--- src/rtl/id_ex_skid_stage_if.sv ---
// Decode->execute handshake bundle: decode-side beat in, execute-side beat out, stall profile.
// The stage itself connects through the slave modport.
interface id_ex_skid_stage_if #(
    parameter int N     = 18,
    parameter int LANES = 3,
    parameter int AW    = 4,
    parameter int CW    = 16
);
    logic                 in_valid;
    logic                 in_ready;
    logic [LANES*N-1:0]   rd1_in;
    logic [LANES*N-1:0]   rd2_in;
    logic [LANES*N-1:0]   ext_in;
    logic [AW-1:0]        ra1_in;
    logic [AW-1:0]        ra2_in;
    logic [AW-1:0]        wa3_in;
    logic [9:0]           ctrl_in;

    logic                 out_valid;
    logic                 out_ready;
    logic [LANES*N-1:0]   rd1_o;
    logic [LANES*N-1:0]   rd2_o;
    logic [LANES*N-1:0]   ext_o;
    logic [AW-1:0]        ra1_o;
    logic [AW-1:0]        ra2_o;
    logic [AW-1:0]        wa3_o;
    logic [9:0]           ctrl_o;
    logic [CW-1:0]        stall_cnt;

    modport slave (
        input  in_valid, rd1_in, rd2_in, ext_in, ra1_in, ra2_in, wa3_in, ctrl_in, out_ready,
        output in_ready, out_valid, rd1_o, rd2_o, ext_o, ra1_o, ra2_o, wa3_o, ctrl_o, stall_cnt
    );

    modport master (
        output in_valid, rd1_in, rd2_in, ext_in, ra1_in, ra2_in, wa3_in, ctrl_in, out_ready,
        input  in_ready, out_valid, rd1_o, rd2_o, ext_o, ra1_o, ra2_o, wa3_o, ctrl_o, stall_cnt
    );
endinterface

--- src/rtl/id_ex_skid_stage.sv ---
// Decode->execute pipeline register with a two-entry (main + skid) buffer,
// registered in_ready, branch flush and a saturating execute-stall counter.
module id_ex_skid_stage #(
    parameter int N     = 18,
    parameter int LANES = 3,
    parameter int AW    = 4,
    parameter int CW    = 16
) (
    input  logic                  clk,
    input  logic                  reset,
    input  logic                  flush,
    id_ex_skid_stage_if.slave     bus
);
    localparam int W = 3*LANES*N + 3*AW + 10;
    // ctrl bits with side effects: FlagWr(5), Branch(3), MemWr(2), RegWr(0)
    localparam logic [9:0] SIDE_FX_MASK = 10'b00_0010_1101;

    typedef enum logic [1:0] {EMPTY, BUSY, FULL} state_t;

    state_t         r_state;
    logic [W-1:0]   r_main;
    logic [W-1:0]   r_skid;
    logic           r_out_valid;
    logic           r_in_ready;
    logic [CW-1:0]  r_stall;

    logic [W-1:0]   w_in;
    logic [9:0]     w_main_ctrl;

    assign w_in = {bus.rd1_in, bus.rd2_in, bus.ext_in,
                   bus.ra1_in, bus.ra2_in, bus.wa3_in, bus.ctrl_in};

    assign {bus.rd1_o, bus.rd2_o, bus.ext_o,
            bus.ra1_o, bus.ra2_o, bus.wa3_o, w_main_ctrl} = r_main;

    assign bus.ctrl_o    = r_out_valid ? w_main_ctrl : (w_main_ctrl & ~SIDE_FX_MASK);
    assign bus.out_valid = r_out_valid;
    assign bus.in_ready  = r_in_ready;
    assign bus.stall_cnt = r_stall;

    always_ff @(posedge clk) begin
        if (reset) begin
            r_state     <= EMPTY;
            r_main      <= '0;
            r_skid      <= '0;
            r_out_valid <= 1'b0;
            r_in_ready  <= 1'b1;
            r_stall     <= '0;
        end else begin
            if (r_out_valid && !bus.out_ready && !flush && r_stall != '1)
                r_stall <= r_stall + CW'(1);

            if (flush) begin
                r_state     <= EMPTY;
                r_out_valid <= 1'b0;
                r_in_ready  <= 1'b1;
            end else begin
                unique case (r_state)
                    EMPTY: begin
                        if (bus.in_valid) begin
                            r_main      <= w_in;
                            r_state     <= BUSY;
                            r_out_valid <= 1'b1;
                        end
                    end
                    BUSY: begin
                        if (bus.in_valid && bus.out_ready) begin
                            r_main <= w_in;
                        end else if (bus.in_valid) begin
                            r_skid     <= w_in;
                            r_state    <= FULL;
                            r_in_ready <= 1'b0;
                        end else if (bus.out_ready) begin
                            r_state     <= EMPTY;
                            r_out_valid <= 1'b0;
                        end
                    end
                    FULL: begin
                        // input is ignored here: in_ready is low while skid is occupied
                        if (bus.out_ready) begin
                            r_main     <= r_skid;
                            r_state    <= BUSY;
                            r_in_ready <= 1'b1;
                        end
                    end
                    default: begin
                        r_state     <= EMPTY;
                        r_out_valid <= 1'b0;
                        r_in_ready  <= 1'b1;
                    end
                endcase
            end
        end
    end
endmodule

--- src/flat_wrapper.sv ---
// flat-port wrapper written by rule: the top's interface ports become plain ports
module id_ex_skid_stage_flat 
#(
    parameter int N     = 18,
    parameter int LANES = 3,
    parameter int AW    = 4,
    parameter int CW    = 16
)
  (clk, reset, flush, bus_in_valid, bus_rd1_in, bus_rd2_in, bus_ext_in, bus_ra1_in, bus_ra2_in, bus_wa3_in, bus_ctrl_in, bus_out_ready, bus_in_ready, bus_out_valid, bus_rd1_o, bus_rd2_o, bus_ext_o, bus_ra1_o, bus_ra2_o, bus_wa3_o, bus_ctrl_o, bus_stall_cnt);
  id_ex_skid_stage_if #(.N(N), .LANES(LANES), .AW(AW), .CW(CW)) bus_i ();
  input  logic clk;
  input  logic reset;
  input  logic flush;
  input wire logic [$bits(bus_i.in_valid)-1:0] bus_in_valid;
  input wire logic [$bits(bus_i.rd1_in)-1:0] bus_rd1_in;
  input wire logic [$bits(bus_i.rd2_in)-1:0] bus_rd2_in;
  input wire logic [$bits(bus_i.ext_in)-1:0] bus_ext_in;
  input wire logic [$bits(bus_i.ra1_in)-1:0] bus_ra1_in;
  input wire logic [$bits(bus_i.ra2_in)-1:0] bus_ra2_in;
  input wire logic [$bits(bus_i.wa3_in)-1:0] bus_wa3_in;
  input wire logic [$bits(bus_i.ctrl_in)-1:0] bus_ctrl_in;
  input wire logic [$bits(bus_i.out_ready)-1:0] bus_out_ready;
  output wire logic [$bits(bus_i.in_ready)-1:0] bus_in_ready;
  output wire logic [$bits(bus_i.out_valid)-1:0] bus_out_valid;
  output wire logic [$bits(bus_i.rd1_o)-1:0] bus_rd1_o;
  output wire logic [$bits(bus_i.rd2_o)-1:0] bus_rd2_o;
  output wire logic [$bits(bus_i.ext_o)-1:0] bus_ext_o;
  output wire logic [$bits(bus_i.ra1_o)-1:0] bus_ra1_o;
  output wire logic [$bits(bus_i.ra2_o)-1:0] bus_ra2_o;
  output wire logic [$bits(bus_i.wa3_o)-1:0] bus_wa3_o;
  output wire logic [$bits(bus_i.ctrl_o)-1:0] bus_ctrl_o;
  output wire logic [$bits(bus_i.stall_cnt)-1:0] bus_stall_cnt;
  assign bus_i.in_valid = bus_in_valid;
  assign bus_i.rd1_in = bus_rd1_in;
  assign bus_i.rd2_in = bus_rd2_in;
  assign bus_i.ext_in = bus_ext_in;
  assign bus_i.ra1_in = bus_ra1_in;
  assign bus_i.ra2_in = bus_ra2_in;
  assign bus_i.wa3_in = bus_wa3_in;
  assign bus_i.ctrl_in = bus_ctrl_in;
  assign bus_i.out_ready = bus_out_ready;
  assign bus_in_ready = bus_i.in_ready;
  assign bus_out_valid = bus_i.out_valid;
  assign bus_rd1_o = bus_i.rd1_o;
  assign bus_rd2_o = bus_i.rd2_o;
  assign bus_ext_o = bus_i.ext_o;
  assign bus_ra1_o = bus_i.ra1_o;
  assign bus_ra2_o = bus_i.ra2_o;
  assign bus_wa3_o = bus_i.wa3_o;
  assign bus_ctrl_o = bus_i.ctrl_o;
  assign bus_stall_cnt = bus_i.stall_cnt;
  id_ex_skid_stage #(.N(N), .LANES(LANES), .AW(AW), .CW(CW)) u_core (.clk(clk), .reset(reset), .flush(flush), .bus(bus_i));
endmodule
--- config.mk ---
export PLATFORM = sky130hd
export DESIGN_NAME = id_ex_skid_stage_flat
export DESIGN_NICKNAME = d
export VERILOG_FILES = /design/src/rtl/id_ex_skid_stage_if.sv /design/src/rtl/id_ex_skid_stage.sv /design/src/flat_wrapper.sv
export SDC_FILE = /design/constraint.sdc
export NUM_CORES = 1
export LEC_CHECK = 0
export CAP_MARGIN = 20
export CORE_MARGIN = 3
export CORE_UTILIZATION = 40
export CTS_CLUSTER_SIZE = 24
export DETAILED_ROUTE_END_ITERATION = 10
export PLACE_DENSITY = 0.66
export SYNTH_ARGS = -nofsm -noshare
export SYNTH_HDL_FRONTEND = slang
export SYNTH_SLANG_ARGS = --single-unit
--- constraint.sdc ---
create_clock -name clk -period 5.1 [get_ports clk]
set_input_delay 1.02 -clock clk [delete_from_list [all_inputs] [get_ports clk]]
set_output_delay 1.02 -clock clk [all_outputs]
set_load 0.005 [all_outputs]
After elaboration in Yosys (flattened, before gate mapping)
Cells that the tools add are included.
{"block": "classes", "addsub": 1, "n_eq_ne": 11, "mux": 20, "bitwise_logic": 4, "reduce_logical": 14}
{"operator": "2-to-1 mux 184 bit", "n": 3}
{"operator": "one-hot mux 184 bit (3 select lines)", "n": 1}
{"operator": "adder 16 x 1 -> 16 bit, second input constant", "n": 1}
{"operator": "inequality test 16 bit, second input constant", "n": 1}
{"operator": "inequality test 2 bit, second input constant", "n": 6}
{"operator": "AND reduction 4 bit", "n": 3}
{"operator": "2-to-1 mux 2 bit", "n": 5}
{"operator": "AND reduction 5 bit", "n": 2}
{"operator": "2-to-1 mux 1 bit", "n": 7}
{"operator": "2-to-1 mux 6 bit", "n": 1}
{"operator": "one-hot mux 1 bit (3 select lines)", "n": 2}
{"operator": "one-hot mux 2 bit (3 select lines)", "n": 1}
{"operator": "logical AND 1 bit", "n": 4}
{"operator": "NOT 1 bit", "n": 4}
{"operator": "inequality test 3 bit, second input constant", "n": 1}
{"operator": "nonzero test 3 bit", "n": 1}
{"operator": "equality test 2 x 1 -> 1 bit, second input constant", "n": 1}
{"operator": "equality test 2 bit, second input constant", "n": 1}
{"operator": "logical NOT 1 bit", "n": 2}
{"operator": "logical NOT 2 bit", "n": 1}
{"operator": "inequality test 2 x 1 -> 1 bit, second input constant", "n": 1}
{"operator": "OR reduction 2 bit", "n": 1}
{"block": "totals", "ff_bits": 388, "out_inout_bits": 202}

Logic depth before layout (Yosys ltp)
{"block": "logic_depth", "ltp_word": 4, "ltp_mapped": 8, "mapped_depth_nobuf": 5}

Worst setup path before layout
Ideal clock, no wire load.
{"block": "synth_timing", "path_kind": "input to register", "startpoint": "input flush", "endpoint": "register u_core.r_stall[15] (netlist: u_core.bus.stall_cnt[15])", "setup_time_ps": 70, "t_arrival_ps": 2256, "required_time_ps": 5030, "path_slack_ps": 2775, "stages": 5, "n_path_buf": 1, "cell_sequence": "buf_2 > nor3b_4 > nand4_2 > or4_1 > a21oi_1"}
{"block": "synth_between", "elab_chain_len": 3}
{"item": "from (decl)", "line": "flat_wrapper.sv:13", "source": "input logic flush;"}
{"item": "logical NOT 1 bit", "line": "id_ex_skid_stage.sv:50", "source": "if (r_out_valid && !bus.out_ready && !flush && r_stall != '1)"}
{"item": "logical AND 1 bit (2 in a row)", "line": "id_ex_skid_stage.sv:50"}
{"item": "to (signal assigned)", "line": "id_ex_skid_stage.sv:51", "source": "r_stall <= r_stall + CW'(1);"}
{"item": "to (decl)", "line": "id_ex_skid_stage.sv:25", "source": "logic [CW-1:0] r_stall;"}
No other way between the ends.
A chain may end at the register's enable or synchronous reset.

Final worst setup path
{"block": "layout_timing", "startpoint": "input flush", "endpoint": "register u_core.r_skid[65]"}
{"block": "layout_between", "elab_chain_len": 2}
{"item": "NOT 1 bit (no source line)"}
{"item": "AND reduction 4 bit (no source line)"}
{"item": "to (signal assigned)", "line": "id_ex_skid_stage.sv:70", "source": "r_skid <= w_in;"}
{"item": "to (decl)", "line": "id_ex_skid_stage.sv:22", "source": "logic [W-1:0] r_skid;"}
No other way between the ends.

==> results summary <==
The final cycle utilization of the critical path is 0.593. In this run the power spent charging and discharging nets is 1.66 mW. The longest clock path from root to sink contains 3 buffers. The wire-length estimate of the detail-placed layout is 29000 microns. The number of hold violations in the final report came out at 0. The achievable frequency is roughly 330 MHz.

Counting flops and latches in the post-synthesis netlist gives approximately 390. The number of top-level pins came out at 391. The slew at the pin closest to its max-slew limit is 1080 ps. The global-route wire length before repair came out at 73800 microns. The combined global-route utilization of all metal layers is 0.193. The synthesis-to-finish area growth is 24.0%.

After floorplanning, the core was divided into 75 placement rows. For this run, design rule violations remaining after detail routing come to 0. The sum of overflow across all layers after global routing is 0. The area of all placed cells without fillers is 0.0215 sq mm. The library cell with the highest instance count after synthesis is dfxtp_1. The part of the Yosys area used for sequential elements is 0.449.

After synthesis, the most frequently instantiated cells are 388 x dfxtp_1, 381 x a21oi_1, 377 x nand2_1. In this run the worst hold path is classified as flop to flop. The synthesized net count came out at between 2000 and 2500. The post-synthesis area per instance is a little under 9 sq um.

The switching share of total power is 0.238. In the post-synthesis netlist, the biggest area contributors are dfxtp_1 45%, a21oi_1 11%, mux2i_1 11%, a311oi_1 9.3%, nand2_1 8.2%. The total of hold buffers inserted after clock tree synthesis came out at 0. The cell with the biggest individual delay on the critical path is nand3_4. Across the run, the number of max-cap violations was 0. The arrival time reported for the critical path endpoint came out at 3400 ps. The final setup skew came out at 9.04 ps. The total internal power is approximately 5.3 mW. The number of warnings issued by yosys is 0. The cell at the root of the clock tree is clkbuf_16. The total vias in the final route came out at 14300.

STA classifies the critical path endpoint as a flop. The sort of element at the start of the critical path is an input pin. The die covers 0.0458 sq mm. The number of pins exceeding their max-slew limit in the final report is 0. The number of failing setup endpoints in the final timing report is 0.

The startpoint identified for the worst hold timing path is u_core.r_skid[157]. The post-cts gate resize count is 0. The share of total power dissipated in sequential elements is 0.462. In the final layout, the share of cells above drive strength 1 is 0.0489. After clock tree synthesis, the clock-pin slew on the worst setup and hold paths is 60 ps.

Entering global routing, the biggest net connects 185 pins. The primary flip-flop cell chosen by synthesis mapping is dfxtp_1. The flow ran to the end, and the final reports show no timing, DRC or antenna violations. The number of distinct library cells after synthesis came out at 45.

By startpoint and endpoint, the worst setup path is classified as input pin to flop. The summed instance area of the synthesized netlist came out at 0.0173 sq mm. TritonCTS built the clock tree.

The total core area came out at around 0.042 sq mm. The static power due to leakage is between 8 and 9 nW. The number of nets in the layout came out at 2249. The starting density of the core came out at 0.409. The number of H-tree branching levels is 2.

The number of cells produced by synthesis came out at 1968. The tightest hold path in the finished design has a slack of between 400 and 500 ps. The worst register-to-register path begins at u_core.r_state[0]. The portion of total power attributed to combinational logic is 0.120. The residual antenna-violating net count after detailed routing is 0. The insertion delay to the later sink of the worst-skew pair came out at 550 ps. The global placer's final weighted congestion came out at 0.804.

The die boundary height came out at 214 microns. The worst setup slack after placement came out at between 1500 and 2000 ps. The final critical delay including setup and external delays came out at a little over 3000 ps.

The peak supply drop is 228 uV. The share of async-settable or async-resettable flops after synthesis came out at 0. The setup slack of the critical path after layout came out at 2080 ps. The number of vias per cell is 5.36.

The critical path required time came out at 5480 ps. The share of power burned in the clock network is 0.418. The start point of the critical path is flush.

The power density relative to cell area came out at 324 mW/mm^2. Dividing the detail-routed wire length by the instance count gives 17.7 microns. The placed instance area is 0.0202 sq mm. From left edge to right edge, the die measures 214 microns. The length of the first detailed-routing pass in iterations is 6.

After the first detailed-routing iteration, the DRC count stood at 1018. The count of buffers inserted at the top-level ports came out at 390. Yosys mapped a number of flops with a built-in enable equal to 0. After routing, the total negative slack on setup checks comes to 0 ps. The total design power is 6.97 mW. The antenna diode count came out at 0.

Clock tree synthesis found a total of between 300 and 400 sinks. Headroom to the max-slew limit came out at 0.279. The number of buffers created by CTS is between 40 and 50. The initial antenna violation count came out at 1. In this design, the stage delay of the slowest critical-path cell is approximately 660 ps. Setup repair after global routing left no endpoint under its margin. The final layout contains routed wiring with a total length of 47100 microns.

The signal on the critical path passes through clkdlybuf4s50_1 > nor2_1 > nand3_4 > buf_12 > nand2_1 > a21oi_1. Post-CTS timing repair inserted 0 buffers for setup. The via count of the first global-routing pass is 13300.

The worst-path maximum fanout is 74. The biggest area consumer among synthesized cells is dfxtp_1. Of the post-synthesis cell area, the dominant cell type holds 0.449.
-- routing by layer --
| metal | wire length (microns) | part of all wire | global-route usage | vias to the layer above |
|---|---|---|---|---|
| li1 | - | - | - | 7018 |
| met4 | 1300 | 0.028 | 0.0661 | 0 |
| met2 | 21200 | 0.45 | 0.301 | 460 |
| met1 | 21100 | 0.45 | 0.263 | 6714 |
| met5 | 0 | 0 | 0 | - |
| met3 | 3490 | 0.074 | 0.0476 | 72 |
-- critical path, delay by kind of cell --
family / cells / cell delay (ps)
AND/OR/NAND/NOR: 3 / 1110
buffers and inverters: 2 / 1100
AO/OA/AOI/OAI: 1 / 80
-- area by class of cell --
class | count | area [sq um]
Fill cell | 3912 | 20800
Multi-Input combinational cell | 1207 | 7350
Sequential cell | 388 | 7770
Tap cell | 577 | 722
Inverter | 4 | 22.5
Clock inverter | 7 | 35.0
Clock buffer | 65 | 1270
Timing Repair Buffer | 415 | 4310
-- path summary, 6_finish.rpt --
path	slack, ps	cells after the start	end
worst max register to register	2630	4	u_core.r_main[183]
worst max-delay path	2080	6	u_core.r_skid[65]
worst min register to register	450	2	u_core.r_skid[157]
worst min-delay path	450	2	u_core.r_skid[157]
-- cell families (layout without fill, tap and decap cells) --
logic type	after synthesis	in the layout	share of synthesized area
DFF	388	388	0.449
xor gates and xnor gates	2	2	0.00101
AOI/OAI and AO/OA	585	585	0.211
buffers and inverters	373	491	0.129
muxes	184	184	0.106
and+or+nand+nor	435	435	0.104
adders and majority gates	1	1	0.000722
-- power by group through the flow --
stage	Sequential, mW	Clock, mW	Combinational (mW)
6_report	3.22	2.91	0.838
5_1_grt	3.23	3.13	0.907
4_1_cts	3.22	3.01	0.841
3_5_place_dp	3.28	0	0.838
3_3_place_gp	3.28	0	0.824
2_1_floorplan	3.26	0	0.506
-- per-stage QoR --
| stage | utilization | instances |
|---|---|---|
| 2_1_floorplan | - | 1968 |
| 3_3_place_gp | 0.477 | 2590 |
| 3_5_place_dp | 0.477 | 2591 |
| 4_1_cts | 0.508 | 2663 |
| 5_1_grt | 0.508 | 2663 |
| 6_report | 0.508 | 2663 |
-- flip-flops by register name (all words and copies together) (netlist names) --
name and count:
u_core.r_main 184, u_core.r_skid 184, u_core.bus.stall_cnt 16, u_core.r_state 2, u_core.bus.in_ready 1, u_core.bus.out_valid 1
-- placed cells by master, fill, tap and decap left out, types with 2 or more instances in the layout --
cell and count:
a21oi_1 381, a311oi_1 184, and2_2 4, and3_1 2
and4_2 2, buf_12 17, buf_4 7, clkbuf_1 13
clkbuf_16 45, clkbuf_8 7, clkdlybuf4s50_1 389, clkinv_2 7
dfxtp_1 388, inv_1 3, mux2i_1 184, nand2_1 377
nand2b_1 2, nand3_1 3, nand4_1 5, nor2_1 10
nor2b_1 2, nor3_1 4, nor4_1 2, o21ai_0 8
o31ai_1 5, or3_1 4, or4_1 6, xor2_1 2
No activity file was read; power rests on OpenSTA's default activity.
